$ cat src/rtl/uart_tx_fifo.sv
// uart_tx_fifo: FIFO-buffered UART transmitter with runtime frame format.
// Frames leave LSB-first and run back-to-back while the FIFO holds data.
module uart_tx_fifo #(
  parameter int DIV_W      = 16,
  parameter int FIFO_DEPTH = 4
) (
  input  logic                            clock,
  input  logic                            reset_n,
  input  logic [DIV_W-1:0]                baud_div,
  input  logic [1:0]                      data_bits,
  input  logic [1:0]                      parity_type,
  input  logic                            stop_bits,
  input  logic [7:0]                      s_data,
  input  logic                            s_valid,
  output logic                            s_ready,
  output logic                            data_tx,
  output logic                            active_flag,
  output logic                            done_flag,
  output logic [$clog2(FIFO_DEPTH+1)-1:0] fifo_level
);

  localparam int PTR_W = $clog2(FIFO_DEPTH);
  localparam int LVL_W = $clog2(FIFO_DEPTH+1);
  localparam logic [LVL_W-1:0] FULL = LVL_W'(FIFO_DEPTH);

  typedef enum logic [2:0] {
    IDLE, START, DATA, PARITY, STOP
  } state_e;

  state_e state_q, state_d;

  logic [7:0]       mem_q [FIFO_DEPTH];
  logic [PTR_W-1:0] wptr_q, rptr_q;
  logic [LVL_W-1:0] level_q, level_d;

  logic [DIV_W-1:0] div_q, cnt_q, cnt_d;
  logic [1:0]       nbits_q;
  logic             par_en_q, pbit_q, stop2_q;
  logic [7:0]       sh_q, sh_d;
  logic [2:0]       bit_q, bit_d;
  logic             scnt_q, scnt_d;
  logic             tx_q, tx_d;
  logic             act_q, act_d;
  logic             done_q;

  logic       push, pop;
  logic       bit_end, last_bit, frame_end;
  logic [7:0] head, head_m;

  assign s_ready    = reset_n & (level_q != FULL);
  assign push       = s_valid & s_ready;
  assign head       = mem_q[rptr_q];
  assign head_m     = head & (8'hFF >> (~data_bits));
  assign bit_end    = (cnt_q == div_q);
  assign last_bit   = (bit_q == {1'b1, nbits_q});
  assign pop        = (level_q != '0) &
                      ((state_q == IDLE) | frame_end);

  assign data_tx     = tx_q;
  assign active_flag = act_q;
  assign done_flag   = done_q;
  assign fifo_level  = level_q;

  always_ff @(posedge clock) begin
    if (!reset_n) begin
      state_q <= IDLE;
    end else begin
      state_q <= state_d;
    end
  end

  always_comb begin
    state_d   = state_q;
    frame_end = 1'b0;
    unique case (state_q)
      IDLE: begin
        if (level_q != '0) state_d = START;
      end
      START: begin
        if (bit_end) state_d = DATA;
      end
      DATA: begin
        if (bit_end && last_bit)
          state_d = par_en_q ? PARITY : STOP;
      end
      PARITY: begin
        if (bit_end) state_d = STOP;
      end
      STOP: begin
        if (bit_end && (scnt_q || !stop2_q)) begin
          frame_end = 1'b1;
          state_d   = (level_q != '0) ? START : IDLE;
        end
      end
      default: state_d = IDLE;
    endcase
  end

  always_comb begin
    cnt_d  = cnt_q;
    bit_d  = bit_q;
    sh_d   = sh_q;
    scnt_d = scnt_q;
    if (pop) begin
      cnt_d  = '0;
      sh_d   = head;
      scnt_d = 1'b0;
    end else if (state_q != IDLE) begin
      cnt_d = bit_end ? '0 : cnt_q + DIV_W'(1);
      if (bit_end) begin
        if (state_q == START) bit_d = '0;
        if (state_q == DATA && !last_bit) begin
          bit_d = bit_q + 3'd1;
          sh_d  = sh_q >> 1;
        end
        if (state_q == STOP) scnt_d = 1'b1;
      end
    end
    unique case (state_d)
      START:   tx_d = 1'b0;
      DATA:    tx_d = sh_d[0];
      PARITY:  tx_d = pbit_q;
      default: tx_d = 1'b1;
    endcase
    act_d = (state_d != IDLE);
  end

  always_comb begin
    level_d = level_q;
    if (push && !pop)
      level_d = level_q + LVL_W'(1);
    else if (pop && !push)
      level_d = level_q - LVL_W'(1);
  end

  always_ff @(posedge clock) begin
    if (push) mem_q[wptr_q] <= s_data;
  end

  always_ff @(posedge clock) begin
    if (!reset_n) begin
      wptr_q   <= '0;
      rptr_q   <= '0;
      level_q  <= '0;
      div_q    <= '0;
      nbits_q  <= '0;
      par_en_q <= 1'b0;
      pbit_q   <= 1'b0;
      stop2_q  <= 1'b0;
      cnt_q    <= '0;
      bit_q    <= '0;
      sh_q     <= '0;
      scnt_q   <= 1'b0;
      tx_q     <= 1'b1;
      act_q    <= 1'b0;
      done_q   <= 1'b0;
    end else begin
      if (push) wptr_q <= wptr_q + PTR_W'(1);
      if (pop)  rptr_q <= rptr_q + PTR_W'(1);
      level_q <= level_d;
      // Frame format is frozen at pop time.
      if (pop) begin
        div_q    <= baud_div;
        nbits_q  <= data_bits;
        par_en_q <= (parity_type == 2'b01) |
                    (parity_type == 2'b10);
        pbit_q   <= (^head_m) ^ (parity_type == 2'b01);
        stop2_q  <= stop_bits;
      end
      cnt_q  <= cnt_d;
      bit_q  <= bit_d;
      sh_q   <= sh_d;
      scnt_q <= scnt_d;
      tx_q   <= tx_d;
      act_q  <= act_d;
      done_q <= frame_end;
    end
  end

endmodule

$ cat config.mk
export PLATFORM = sky130hd
export DESIGN_NAME = uart_tx_fifo
export DESIGN_NICKNAME = d
export VERILOG_FILES = /design/src/rtl/uart_tx_fifo.sv
export SDC_FILE = /design/constraint.sdc
export NUM_CORES = 1
export LEC_CHECK = 0
export ABC_CLOCK_PERIOD_IN_PS = 3200
export BUFFER_PORTS_ARGS = -buffer_cell sky130_fd_sc_hd__buf_2
export CELL_PAD_IN_SITES_DETAIL_PLACEMENT = 0
export CELL_PAD_IN_SITES_GLOBAL_PLACEMENT = 1
export CORE_UTILIZATION = 46
export DETAILED_ROUTE_END_ITERATION = 8
export HOLD_SLACK_MARGIN = 0.15
export PLACE_DENSITY = 0.85
export SLEW_MARGIN = 20
export SYNTH_ARGS = -nofsm -noshare
export SYNTH_HDL_FRONTEND = slang
export SYNTH_SLANG_ARGS = --single-unit
$ cat constraint.sdc
create_clock -name clock -period 3.2 [get_ports clock]
set_input_delay 0.64 -clock clock [delete_from_list [all_inputs] [get_ports clock]]
set_output_delay 0.64 -clock clock [all_outputs]
set_load 0.02 [all_outputs]
* Word-level counts from Yosys, hierarchy flattened
Memories as Yosys holds them, arrays and structs flattened. A register that Yosys moved wholly into a read port is not among the register bits.
Cells that the tools add are included.
** Cells by class
- $add $sub $neg :: 6
- $mul :: 0
- Div/mod/pow operators :: 0
- Order comparisons :: 0
- Equal/unequal tests :: 12
- Shift operators :: 1
- Multiplexer cells :: 24
- Bitwise logic cells :: 10
- Reduce and logical (&&, ||, !) cells :: 24
** Operators by type and width (number)
- 8-bit two-way mux :: 4
- 3-bit two-way mux :: 10
- 16-bit by 1-bit adder with 16-bit output, second input constant :: 1
- 16-bit == test :: 1
- 16-bit two-way mux :: 1
- 3-bit one-hot mux with 5 select lines :: 1
- 3-bit by 2-bit == test with 1-bit output, second input constant :: 4
- 2-bit nonzero test :: 5
- 3-bit nonzero test :: 3
- 8-bit AND :: 1
- 8-bit XOR reduction :: 1
- 8-bit by 2-bit right shift with 8-bit output, first input constant :: 1
- 3-bit by 1-bit adder with 3-bit output, second input constant :: 2
- 3-bit by 1-bit == test with 1-bit output, second input constant :: 2
- 3-bit AND reduction :: 2
- 1-bit logical AND :: 5
- 1-bit two-way mux :: 5
- 2-bit by 1-bit adder with 2-bit output, second input constant :: 2
- 1-bit zero test :: 4
- 2-bit two-way mux :: 2
- 4-bit AND reduction :: 1
- 1-bit AND :: 3
- 3-bit == test :: 1
- 3-bit == test, second input constant :: 1
- other kinds (12) :: 14
** Storage, ports and cells
- Register bits :: 62
- Latch bits :: 0
- RAM bits :: 32
- Bits in read-only memories :: 0
- Input bits :: 32
- Memories kept :: 1
** Memories
- mem_q :: depth 4, width 8, read ports 1, clocked after Yosys merged registers in 1, write ports 1, RTL line 32 : logic [7:0] mem_q [FIFO_DEPTH];

* Depth between registers and ports, before layout
Gate-level depths: netlist of run 1.
- Word-level depth :: 10
- Depth in mapped cells :: 13
- Mapped depth without buffers :: 11

* Worst setup path before layout of run 1
Ideal clock, no wire load.
- Path kind :: input to register
- From :: in reset_n
- To :: reg level_q[2], in the netlist fifo_level[2]
- Library setup time :: 0.070 ns
- Arrival :: 3.006 ns
- Data required time :: 3.130 ns
- Path slack :: 0.123 ns
- Stages on the path :: 11
- Path buffers :: 2
- Cell sequence :: clkbuf_1 inv_1 a21oi_1 and2_1 clkbuf_1 ha_1 inv_1 fa_1 xor2_1 or3_1 a21oi_1
** On the way
- Longest elaborated chain between the ends :: 5
- Elaborated cells between the ends (all ways) :: 7
- Classes of those cells :: mux (1); bitwise (2); reduce/logical (4)
** RTL lines
- from (decl) :: RTL line 8 : input logic reset_n,
- 1-bit AND * :: RTL line 50 : assign s_ready = reset_n & (level_q != FULL);
- via s_ready :: RTL line 15 : output logic s_ready,
- 1-bit AND * :: RTL line 51 : assign push = s_valid & s_ready;
- via push :: RTL line 46 : logic push, pop;
- 1-bit zero test :: RTL line 132 : else if (pop && !push)
- 1-bit logical AND :: RTL line 132
- 2-bit nonzero test (no source line)
- to (signal assigned) :: RTL line 160 : level_q <= level_d;
- to (decl) :: RTL line 34 : logic [LVL_W-1:0] level_q, level_d;
Mark *: on every way through the listed nets, which the timed path passes. The rest lies on a longest branch.
A chain may end at the register's enable or synchronous reset.

* Worst setup path after layout of run 1
- From :: reg cnt_q[7]
- To :: reg level_q[2], in the netlist fifo_level[2]
** On the way
- Longest elaborated chain between the ends :: 9
- Elaborated cells between the ends (all ways) :: 11
- Classes of those cells :: eq/ne (1); mux (3); bitwise (2); reduce/logical (5)
** RTL lines
- from (decl) :: RTL line 36 : logic [DIV_W-1:0] div_q, cnt_q, cnt_d;
- from (signal assigned) :: RTL line 170 : cnt_q <= cnt_d;
- 16-bit == test * :: RTL line 54 : assign bit_end = (cnt_q == div_q);
- 1-bit logical AND * :: RTL line 90 : if (bit_end && (scnt_q || !stop2_q)) begin
- 1-bit two-way mux * :: RTL line 90
- 1-bit two-way mux * :: RTL line 75 : unique case (state_q)
- 1-bit bitwise OR * :: RTL line 57 : ((state_q == IDLE) | frame_end);
- 1-bit AND * :: RTL line 56 : assign pop = (level_q != '0) &
- 1-bit zero test :: RTL line 130 : if (push && !pop)
- 1-bit logical AND :: RTL line 130
- 3-bit two-way mux or 2-bit nonzero test (tied branches)
Every way passes the cells marked *; elsewhere a longest branch is shown, timed or not.

==> flow_summary.yaml, run 1 <==
setup_path:
  rrSetupSlack_ns: 0.59
  cp-end-kind: "flop"
  cp_slowest_stage_delay_ns: 0.60
  reg2reg_to: "fifo_level[2]$_SDFFE_PN0P_"
  cp_num_buf_inv: 2
  critical_path_peak_fanout: 6
  worst_setup_path_start_kind: "flop"
  path_cells: "xnor2_1 -> nand4_1 -> or4_4 -> a21boi_4 -> inv_2 -> ha_1 -> inv_1 -> fa_1 -> xor2_1 -> or3_1 -> a21oi_1"
  critPathSlowestCell: "or4_4"
  crit_end: "fifo_level[2]$_SDFFE_PN0P_"
  startpoint: "cnt_q[7]$_SDFFE_PP0N_"
  arrival_ns: 2.91
  r2r_start: "cnt_q[7]$_SDFFE_PP0N_"
  crit_type: "flop to flop"
  worst-path-stages: 11
  reg2regPathDepth: 11
  cp_top_family: "simple AND/OR/NAND/NOR gates"
  required_ns: 3.50
sta:
  worstMarginPinSlew_ns: 0.705
  finClkSkew_ns: 0.00860
  hold_slack_ns: 0.471
  period_minus_slack_ns: 2.61
  final.period_utilization: 0.817
  finalSetupViolCount: 0
  drv_slew: 0
  slew_headroom: 0.524
  grt_setup_unrepaired: "false"
  worst_slack_ns: 0.585
  max_freq_mhz: 382
  hold_violations: 0
  totalNegativeSetupSlack_ns: 0
yosys:
  synth_seq_cells: 96
  syn_inst: 402
  synth-edff-count: 32
  synth_warnings: 0
  ys.flop_type: "dfxtp_1"
  yosysUniqueCellTypes: 45
  async_reset_ff_frac: 0
  mappedNetlistNets: 443
  synthesis.area_mm2: 0.00417
  yosysSeqAreaShare: 0.537
  synth_area_per_cell_um2: 10.4
power:
  powerDensity_mw_per_mm2: 811
  finalPower_mw: 3.77
  p_leak_nw: 1.71
  ir_drop_v: 0.000417
cells_and_area:
  synthToLayoutAreaGrowth_pct: 11.3
  regArea_mm2: 0.00224
  fin_area_mm2: 0.00465
  multi_input_comb_area_mm2: 0.00180
  layout.cells.non_filler: 547
  num_antenna_cells: 0
  nets: 475
  drive_above_1_share: 0.166
  final_core_util: 0.530
  fillers: 800
die:
  row_count: 34
  io_pins: 39
  core_area_mm2: 0.00876
  die_width_um: 97.2
  die-area_mm2: 0.00946
  die_h_um: 97.2
  initial_core_util: 0.476
route:
  drtIter0Drc: 116
  post_drt_wl_per_cell_um: 14.7
  ant_nets: 0
  num_vias: 2929
  drc: 0
  drt_pre_antenna_iters: 4
  drt_wl_total_um: 8040
  viasPerCell: 5.35
clock_network:
  path_clk_slew_ns: 0.11
  postCtsHoldBufs: 0
  clock_latency_ns: 0.37
  clockBufferDepth: 2
  cts_made_buffers: 9
  cts-resized-gates: 0
  cts_sinks: 96
  postCtsSetupBuffers: 0
  cts_root_buf: "clkbuf_8"
  cts_tree: "yes"
  htreeDepth: 3
hold_path:
  hp-class: "flop to flop"
  hp-start: "sh_q[1]$_SDFFE_PN0P_"
global_routing:
  global_route.usage.total: 0.180
  grt_pass1_vias: 2886
  grt_antenna_before_repair: 0
  grt_start_max_net_pins: 41
  grt_pass1_wl_um: 13600
  grt_remaining_overflow: 0
placement:
  gp_congestion: 0.750
  io_buffer_count: 38
  dp_slack_ns: 0.545
  dp.cells: 531
  dp_hpwl_um: 5640
  place_area_mm2: 0.00445
status:
  status: "completed"
job:
  cap_violations: 0
## worst min-delay path by stage
stage	to	slack, ns	depth (start not counted)
after floorplan	stop2_q$_SDFFE_PN0N_	0.43	2
after global placement	sh_q[5]$_SDFFE_PN0P_	0.46	2
after detailed placement	sh_q[6]$_SDFFE_PN0P_	0.46	2
after CTS	mem_q[0][3]$_DFFE_PP_	0.46	1
after global routing	mem_q[2][3]$_DFFE_PP_	0.46	1
final	sh_q[1]$_SDFFE_PN0P_	0.47	2
## registers in the layout (all words and copies together) (netlist names), named ones only
name,cells
fifo_level,3
par_en_q,1
div_q,16
nbits_q,2
scnt_q,1
done_flag,1
sh_q,8
cnt_q,16
rptr_q,2
wptr_q,2
stop2_q,1
bit_q,3
state_q,3
mem_q,32
pbit_q,1
active_flag,1
data_tx,1
## cell usage in the layout (no fill, tap or decap), types with 4 or more instances in the layout
cell,n
dfxtp_1,64
nand2_1,50
buf_2,38
xnor2_1,34
nor2_1,34
a21oi_1,33
edfxtp_1,32
nand3_1,16
xor2_1,12
nand4_1,11
inv_1,11
and3_1,11
clkbuf_8,9
mux4_2,8
ha_1,8
a22oi_1,6
nor3_1,5
buf_4,5
nor3b_1,4
o21ai_0,4
## cells by family (layout without fill, tap and decap cells)
family	Yosys count	count (layout)	synth area share
xor+xnor	46	46	0.0966
compound gates	60	60	0.0903
buf+inv	34	71	0.0324
flops	96	96	0.537
mux	10	10	0.0480
fa+ha+maj	9	9	0.0288
simple gates	147	147	0.167
## synthesized netlist by cell type, types with 3 or more instances
library cell / instances / share of area
a21oi_1: 33 / 0.040
a22oi_1: 6 / 0.011
and2_1: 3 / 0.0045
and3_1: 11 / 0.016
buf_2: 6 / 0.0072
clkbuf_1: 15 / 0.013
dfxtp_1: 64 / 0.31
edfxtp_1: 32 / 0.23
ha_1: 8 / 0.024
inv_1: 11 / 0.0099
mux4_2: 8 / 0.043
nand2_1: 50 / 0.045
nand2b_1: 3 / 0.0045
nand3_1: 16 / 0.019
nand4_1: 11 / 0.016
nor2_1: 34 / 0.031
nor3_1: 5 / 0.0060
nor3b_1: 4 / 0.0072
o21a_1: 3 / 0.0054
o21ai_0: 4 / 0.0048
or3_1: 3 / 0.0045
xnor2_1: 34 / 0.071
xor2_1: 12 / 0.025
## final cells by class
| cell class | count | area share |
|---|---|---|
| clock buffer | 9 | 0.0267 |
| clock inverter | 7 | 0.0164 |
| inverter | 12 | 0.00970 |
| multi-input combinational | 272 | 0.386 |
| sequential | 96 | 0.483 |
| tap | 108 | 0.0291 |
| timing repair buffer | 43 | 0.0490 |
## report_power, final
group / internal, mW / switching (mW)
sequential: 1.48 / 0.178
combinational: 0.574 / 0.753
clock: 0.312 / 0.474
## tightest hold or removal path: stages (launching register included)
cell and delay [ns]:
dfxtp_1 0.32, nand3_1 0.06, a21oi_1 0.05
## metal layers
metal,vias up,global-route usage,part of all wire
met5,-,0,0
met1,1408,0.241,0.48
met4,0,0.0656,0.016
li1,1459,-,-
met2,52,0.287,0.47
met3,10,0.0403,0.040
(Power assumes the default switching activity.)
==> run 2, diff against run 1 <==
- ABC_CLOCK_PERIOD_IN_PS: 3200 -> 2400
- CORE_UTILIZATION: 46 -> 42
- PLACE_DENSITY: 0.85 -> 0.82
- clock period: 3.2 -> 2.4 ns (I/O delays scaled with it)
==> run 2 against run 1 <==
The run now ends with setup timing left. Non-clock buffer count increased by 32. Sequential power rose by 30%. Global-route usage shrank 0.17 points. Wire length rose by 3.8%. Die area up 9.3%. Design area rose by 8.1%. Clock power is 39% higher. Core utilization down 1.2 points. Register-to-register slack worse by 0.65 ns. Maximum frequency grew 6.1%. Worst hold slack worse by 0.14 ns. Combinational power rose by 71%. Largest power group is now combinational cells. Highest routed layer unchanged.
==> flow_summary.yaml, run 2 (synthesis gave the netlist of run 1 again) <==
die:
  die_h_um: 102
  die-area_mm2: 0.0103
  core_area_mm2: 0.00968
  io_pins: 39
  initial_core_util: 0.431
  row_count: 36
  die_width_um: 102
sta:
  grt_setup_unrepaired: "true"
  max_freq_mhz: 406
  drv_slew: 0
  period_minus_slack_ns: 2.46
  finClkSkew_ns: 0.00967
  worst_slack_ns: -0.0645
  finalSetupViolCount: 2
  final.period_utilization: 1.03
  hold_violations: 0
  worstMarginPinSlew_ns: 0.678
  slew_headroom: 0.542
status:
  violations: "setup timing"
  status: "complete, but fails checks"
cells_and_area:
  most-common-layout-cells: "dfxtp_1, nand2_1, buf_2"
  drive_above_1_share: 0.268
  largest_reg_flops: 32
  num_antenna_cells: 0
  nets: 507
  regMostFlops: "mem_q"
  layout.cells.non_filler: 604
  final_core_util: 0.519
  synthToLayoutAreaGrowth_pct: 20.4
  fin_area_mm2: 0.00502
  top_regs: "mem_q: 32 flops, cnt_q: 16 flops, div_q: 16 flops"
  fillers: 865
  layout_commonest_cell: "dfxtp_1"
route:
  num_vias: 3057
  post_drt_wl_per_cell_um: 13.8
  drc: 0
  drtIter0Drc: 111
  drt_wl_total_um: 8340
  drt_pre_antenna_iters: 4
  ant_nets: 0
  viasPerCell: 5.06
power:
  powerDensity_mw_per_mm2: 1100
  p_comb_frac: 0.414
  ir_drop_v: 0.000655
  p_leak_nw: 1.89
  p_seq_frac: 0.388
  power.share.clock: 0.198
  p_sw_frac: 0.358
  p_int_mw: 3.54
  p_sw_mw: 1.98
global_routing:
  grt_start_max_net_pins: 41
  grt_antenna_before_repair: 0
  grt_pass1_vias: 2860
  grt_remaining_overflow: 0
  global_route.usage.total: 0.178
  grt_pass1_wl_um: 13800
setup_path:
  critical_path_peak_fanout: 2
  cp-end-kind: "flop"
  worst_setup_path_start_kind: "flop"
  rrSetupSlack_ns: -0.06
  crit_type: "flop to flop"
  arrival_ns: 2.75
  required_ns: 2.69
hold_path:
  hp-class: "input port to flop"
clock_network:
  htreeDepth: 3
  cts_made_buffers: 9
  cts_tree: "yes"
  cts_root_buf: "clkbuf_8"
  clockBufferDepth: 2
  cts_sinks: 96
  clock_latency_ns: 0.36
  path_clk_slew_ns: 0.10
placement:
  gp_congestion: 0.780
  place_area_mm2: 0.00473
  io_buffer_count: 38
  dp.cells: 583
  dp_slack_ns: -0.0173
  dp_hpwl_um: 6030
job:
  cap_violations: 0
[run 2: changes by cell type in the layout (fill, tap and decap cells not counted), moves of 2 or more]
| cell | change |
|---|---|
| buf_4 | +31 |
| dfxtp_1 | -11 |
| dfxtp_2 | +11 |
| inv_6 | +2 |
| inv_8 | -2 |
| xnor2_1 | -3 |
| xnor2_2 | +3 |
[run 2: cell type report]
type / count / area [um^2] / share of cell area
Timing Repair Buffer: 75 / 480 / 0.0957
Clock inverter: 7 / 83.8 / 0.0167
Tap cell: 133 / 166 / 0.0331
Multi-Input combinational cell: 272 / 1870 / 0.372
Clock buffer: 9 / 124 / 0.0247
Inverter: 12 / 45.0 / 0.00897
Sequential cell: 96 / 2260 / 0.449
[run 2: metrics by stage]
stage | power, mW | hold WS (ns) | TNS, ns
floorplan | 3.67 | 0.432 | -0.262
global placement | 4.23 | 0.446 | 0
detailed placement | 4.27 | 0.455 | -0.0320
CTS | 5.45 | 0.314 | -0.0262
global route | 5.90 | 0.307 | -0.500
finish | 5.52 | 0.335 | -0.121
[run 2: worst max-delay path, stage by stage, from the launching register on]
cell and delay (ns):
dfxtp_1 0.35, xnor2_1 0.20, nand4_1 0.15, or4_4 0.59, a21boi_4 0.17, inv_2 0.07, ha_4 0.16, inv_2 0.05
fa_2 0.19, xor2_1 0.07, or3_1 0.30, a21oi_1 0.12
[run 2: final timing paths]
kind                                                   end                   from  cells past startpoint
worst max-delay path            fifo_level[2]$_SDFFE_PN0P_  cnt_q[3]$_SDFFE_PP0N_                     11
worst min register to register        stop2_q$_SDFFE_PN0N_   stop2_q$_SDFFE_PN0N_                      2
worst max register to register  fifo_level[2]$_SDFFE_PN0P_  cnt_q[3]$_SDFFE_PP0N_                     11
worst min-delay path                 mem_q[2][1]$_DFFE_PP_              s_data[1]                      1
[run 2: what timing repair did]
item | in CTS | in global routing
resized for setup | 3 | 9
pin swaps | 4 | 8
hold buffers | 0 | 0
setup buffers | 3 | 2
endpoints found under the setup margin | 2 | 15
[run 2: metal layers]
metal | vias up | GRT usage | routed length [um]
met4 | 0 | 0.0535 | 64
met2 | 54 | 0.297 | 4160
met1 | 1468 | 0.231 | 3830
met5 | - | 0 | 0
li1 | 1531 | - | -
met3 | 4 | 0.0407 | 281
[run 2: power groups by stage]
stage	Clock, mW	Combinational [mW]	Sequential (mW)
floorplan	0	1.49	2.18
global placement	0	2.07	2.16
detailed placement	0	2.10	2.17
CTS	1.13	2.18	2.14
global route	1.21	2.52	2.17
finish	1.09	2.28	2.14
==> run 3, diff against run 2 <==
- ABC_AREA: unset -> 1
- ABC_CLOCK_PERIOD_IN_PS: 2400 -> 2600
- CORE_UTILIZATION: 42 -> 44
- PLACE_DENSITY: 0.82 -> 0.86
- clock period: 2.4 -> 2.6 ns (I/O delays scaled with it)
==> run 3 against run 2 <==
The run now ends clean. Register-to-register slack better by 0.30 ns. Core utilization down 0.36 points. Via count is 22% higher. Sequential power is essentially flat. Critical endpoint unchanged. Highest routed layer unchanged.
==> flow_summary.yaml, run 3 <==
status:
  status: "completed"
global_routing:
  grt_remaining_overflow: 0
  grt.busiest_layer: "met2"
  global_route.usage.total: 0.191
  grt_start_max_net_pins: 33
  grt_antenna_before_repair: 0
  grt_use_met1: 0.256
  grtUsageMet3: 0.0395
  use_met2: 0.309
  grt_pass1_wl_um: 16400
  grt_pass1_vias: 3455
cells_and_area:
  top_regs: "mem_q: 32 flops, cnt_q: 16 flops, div_q: 16 flops"
  drive_above_1_share: 0.144
  num_antenna_cells: 0
  synthToLayoutAreaGrowth_pct: 11.6
  regMostFlops: "mem_q"
  layout_commonest_cell: "nand2_1"
  fin_area_mm2: 0.00513
  final_core_util: 0.515
  largest_reg_flops: 32
  nets: 669
  most-common-layout-cells: "nand2_1, inv_1, dfxtp_1"
power:
  p_comb_frac: 0.430
  p_int_mw: 3.07
  p_sw_mw: 2.37
  power.share.clock: 0.178
  p_sw_frac: 0.436
  p_seq_frac: 0.393
  powerDensity_mw_per_mm2: 1060
  ir_drop_v: 0.000470
  p_leak_nw: 2.18
setup_path:
  startpoint: "fifo_level[2]$_SDFFE_PN0P_"
  rrSetupSlack_ns: 0.24
  reg2reg_to: "fifo_level[2]$_SDFFE_PN0P_"
  critPathSlowestCell: "nor3_1"
  critical_path_peak_fanout: 8
  path_cells: "nor3_1 -> inv_1 -> nand2_4 -> ha_1 -> inv_1 -> fa_1 -> a21oi_1 -> o21ai_0 -> o21ai_0 -> a21oi_1"
  worst_setup_path_start_kind: "flop"
  crit_end: "fifo_level[2]$_SDFFE_PN0P_"
  crit_type: "flop to flop"
  reg2regPathDepth: 10
  required_ns: 2.87
  r2r_start: "fifo_level[2]$_SDFFE_PN0P_"
  arrival_ns: 2.63
  cp-end-kind: "flop"
  cp_slowest_stage_delay_ns: 0.43
yosys:
  mappedNetlistNets: 622
  synth_top_family_by_area: "simple AND/OR/NAND/NOR gates"
  synth_compound_area_frac: 0.106
  yosys.area.top_type: "dfxtp_1"
  yosysUniqueCellTypes: 35
  syn_inst: 581
  yosys.area_share.adder: 0.0262
  synth_top_cell_area_share: 0.279
  synth_seq_cells: 96
  synth_area_per_cell_um2: 7.91
  synthMuxAreaShare: 0
  yosysMostFrequentCell: "nand2_1"
  yosys-top-cells-area: "dfxtp_1, edfxtp_1, nand2_1"
  ys_top_cells_by_count: "nand2_1, inv_1, dfxtp_1, nor2_1, a21oi_1"
  ys.flop_type: "dfxtp_1"
  synth-edff-count: 32
  yosysSeqAreaShare: 0.488
  synthSimpleGateAreaFrac: 0.267
  synth_xor_area_frac: 0.0286
  synth_warnings: 0
  synthesis.area_mm2: 0.00459
  async_reset_ff_frac: 0
route:
  drtIter0Drc: 164
  post_drt_wl_per_cell_um: 12.5
  drt_pre_antenna_iters: 5
  drc: 0
  drt_wl_total_um: 9550
  ant_nets: 0
  viasPerCell: 4.85
  num_vias: 3718
placement:
  dp_hpwl_um: 7020
  place_area_mm2: 0.00493
  io_buffer_count: 38
  gp_congestion: 0.785
die:
  die_width_um: 104
  core_area_mm2: 0.00995
  row_count: 36
  die-area_mm2: 0.0109
  initial_core_util: 0.461
  die_h_um: 104
  io_pins: 39
clock_network:
  cts_root_buf: "clkbuf_8"
  clock_latency_ns: 0.37
  path_clk_slew_ns: 0.10
  cts-resized-gates: 0
  cts_tree: "yes"
  postCtsSetupBuffers: 0
  cts_made_buffers: 9
  postCtsHoldBufs: 0
  clockBufferDepth: 2
  cts_sinks: 96
  htreeDepth: 3
sta:
  hold_violations: 0
  slew_headroom: 0.617
  max_freq_mhz: 423
  drv_slew: 0
  final.period_utilization: 0.909
  totalNegativeSetupSlack_ns: 0
  finalSetupViolCount: 0
  hold_slack_ns: 0.355
  finClkSkew_ns: 0.00823
  period_minus_slack_ns: 2.36
  worstMarginPinSlew_ns: 0.575
  grt_setup_unrepaired: "false"
job:
  cap_violations: 0
hold_path:
  hp-class: "input port to flop"
-- run 3: metrics by stage --
| stage | total power [mW] | worst slack [ns] | std cells |
|---|---|---|---|
| detailed placement | 4.50 | 0.289 | 750 |
| global placement | 4.44 | 0.318 | 750 |
| finish | 5.44 | 0.237 | 766 |
| CTS | 5.48 | 0.258 | 766 |
| global route | 5.94 | 0.00903 | 766 |
| floorplan | 4.03 | 0.109 | 581 |
-- run 3: final cells by class --
cell class	instances	area, um^2
Clock buffer	9	124
Clock inverter	7	67.6
Fill cell	962	4830
Inverter	73	274
Multi-Input combinational cell	397	1960
Sequential cell	96	2240
Tap cell	133	166
Timing Repair Buffer	51	288
-- run 3: worst min path at each step --
stage | cells after the start | end | slack, ns | startpoint
2_1_floorplan | 2 | scnt_q$_SDFFE_PP0P_ | 0.43 | scnt_q$_SDFFE_PP0P_
3_3_place_gp | 2 | scnt_q$_SDFFE_PP0P_ | 0.44 | scnt_q$_SDFFE_PP0P_
3_5_place_dp | 2 | scnt_q$_SDFFE_PP0P_ | 0.45 | scnt_q$_SDFFE_PP0P_
4_1_cts | 1 | mem_q[0][4]$_DFFE_PP_ | 0.34 | s_data[4]
5_1_grt | 1 | mem_q[1][0]$_DFFE_PP_ | 0.34 | s_data[0]
6_report | 1 | mem_q[1][4]$_DFFE_PP_ | 0.35 | s_data[4]
-- run 3: logic make-up after synthesis --
family / after synthesis
XOR/XNOR: 15
adder cells (fa/ha/maj): 9
flip-flops: 96
AND/OR/NAND/NOR: 280
AO/OA/AOI/OAI: 93
buffers and inverters: 88
-- run 3: power by group through the flow --
stage / clock network, mW / logic, mW / registers, mW
after floorplan: 0 / 1.88 / 2.14
after global placement: 0 / 2.29 / 2.15
after detailed placement: 0 / 2.34 / 2.17
after CTS: 0.997 / 2.35 / 2.14
after global routing: 1.06 / 2.69 / 2.19
final: 0.966 / 2.34 / 2.13
-- run 3: critical path, delay by kind of cell, from the launching register on --
| family | cells | cell delay [ns] |
|---|---|---|
| simple gates | 2 | 0.57 |
| fa+ha+maj | 2 | 0.52 |
| compound gates | 4 | 0.47 |
| flops | 1 | 0.35 |
| buf+inv | 2 | 0.33 |
-- run 3: routing by layer --
metal / wire length, um / vias up
li1: - / 1971
met1: 4690 / 1661
met2: 4300 / 74
met3: 441 / 12
met4: 114 / 0
met5: 0 / -
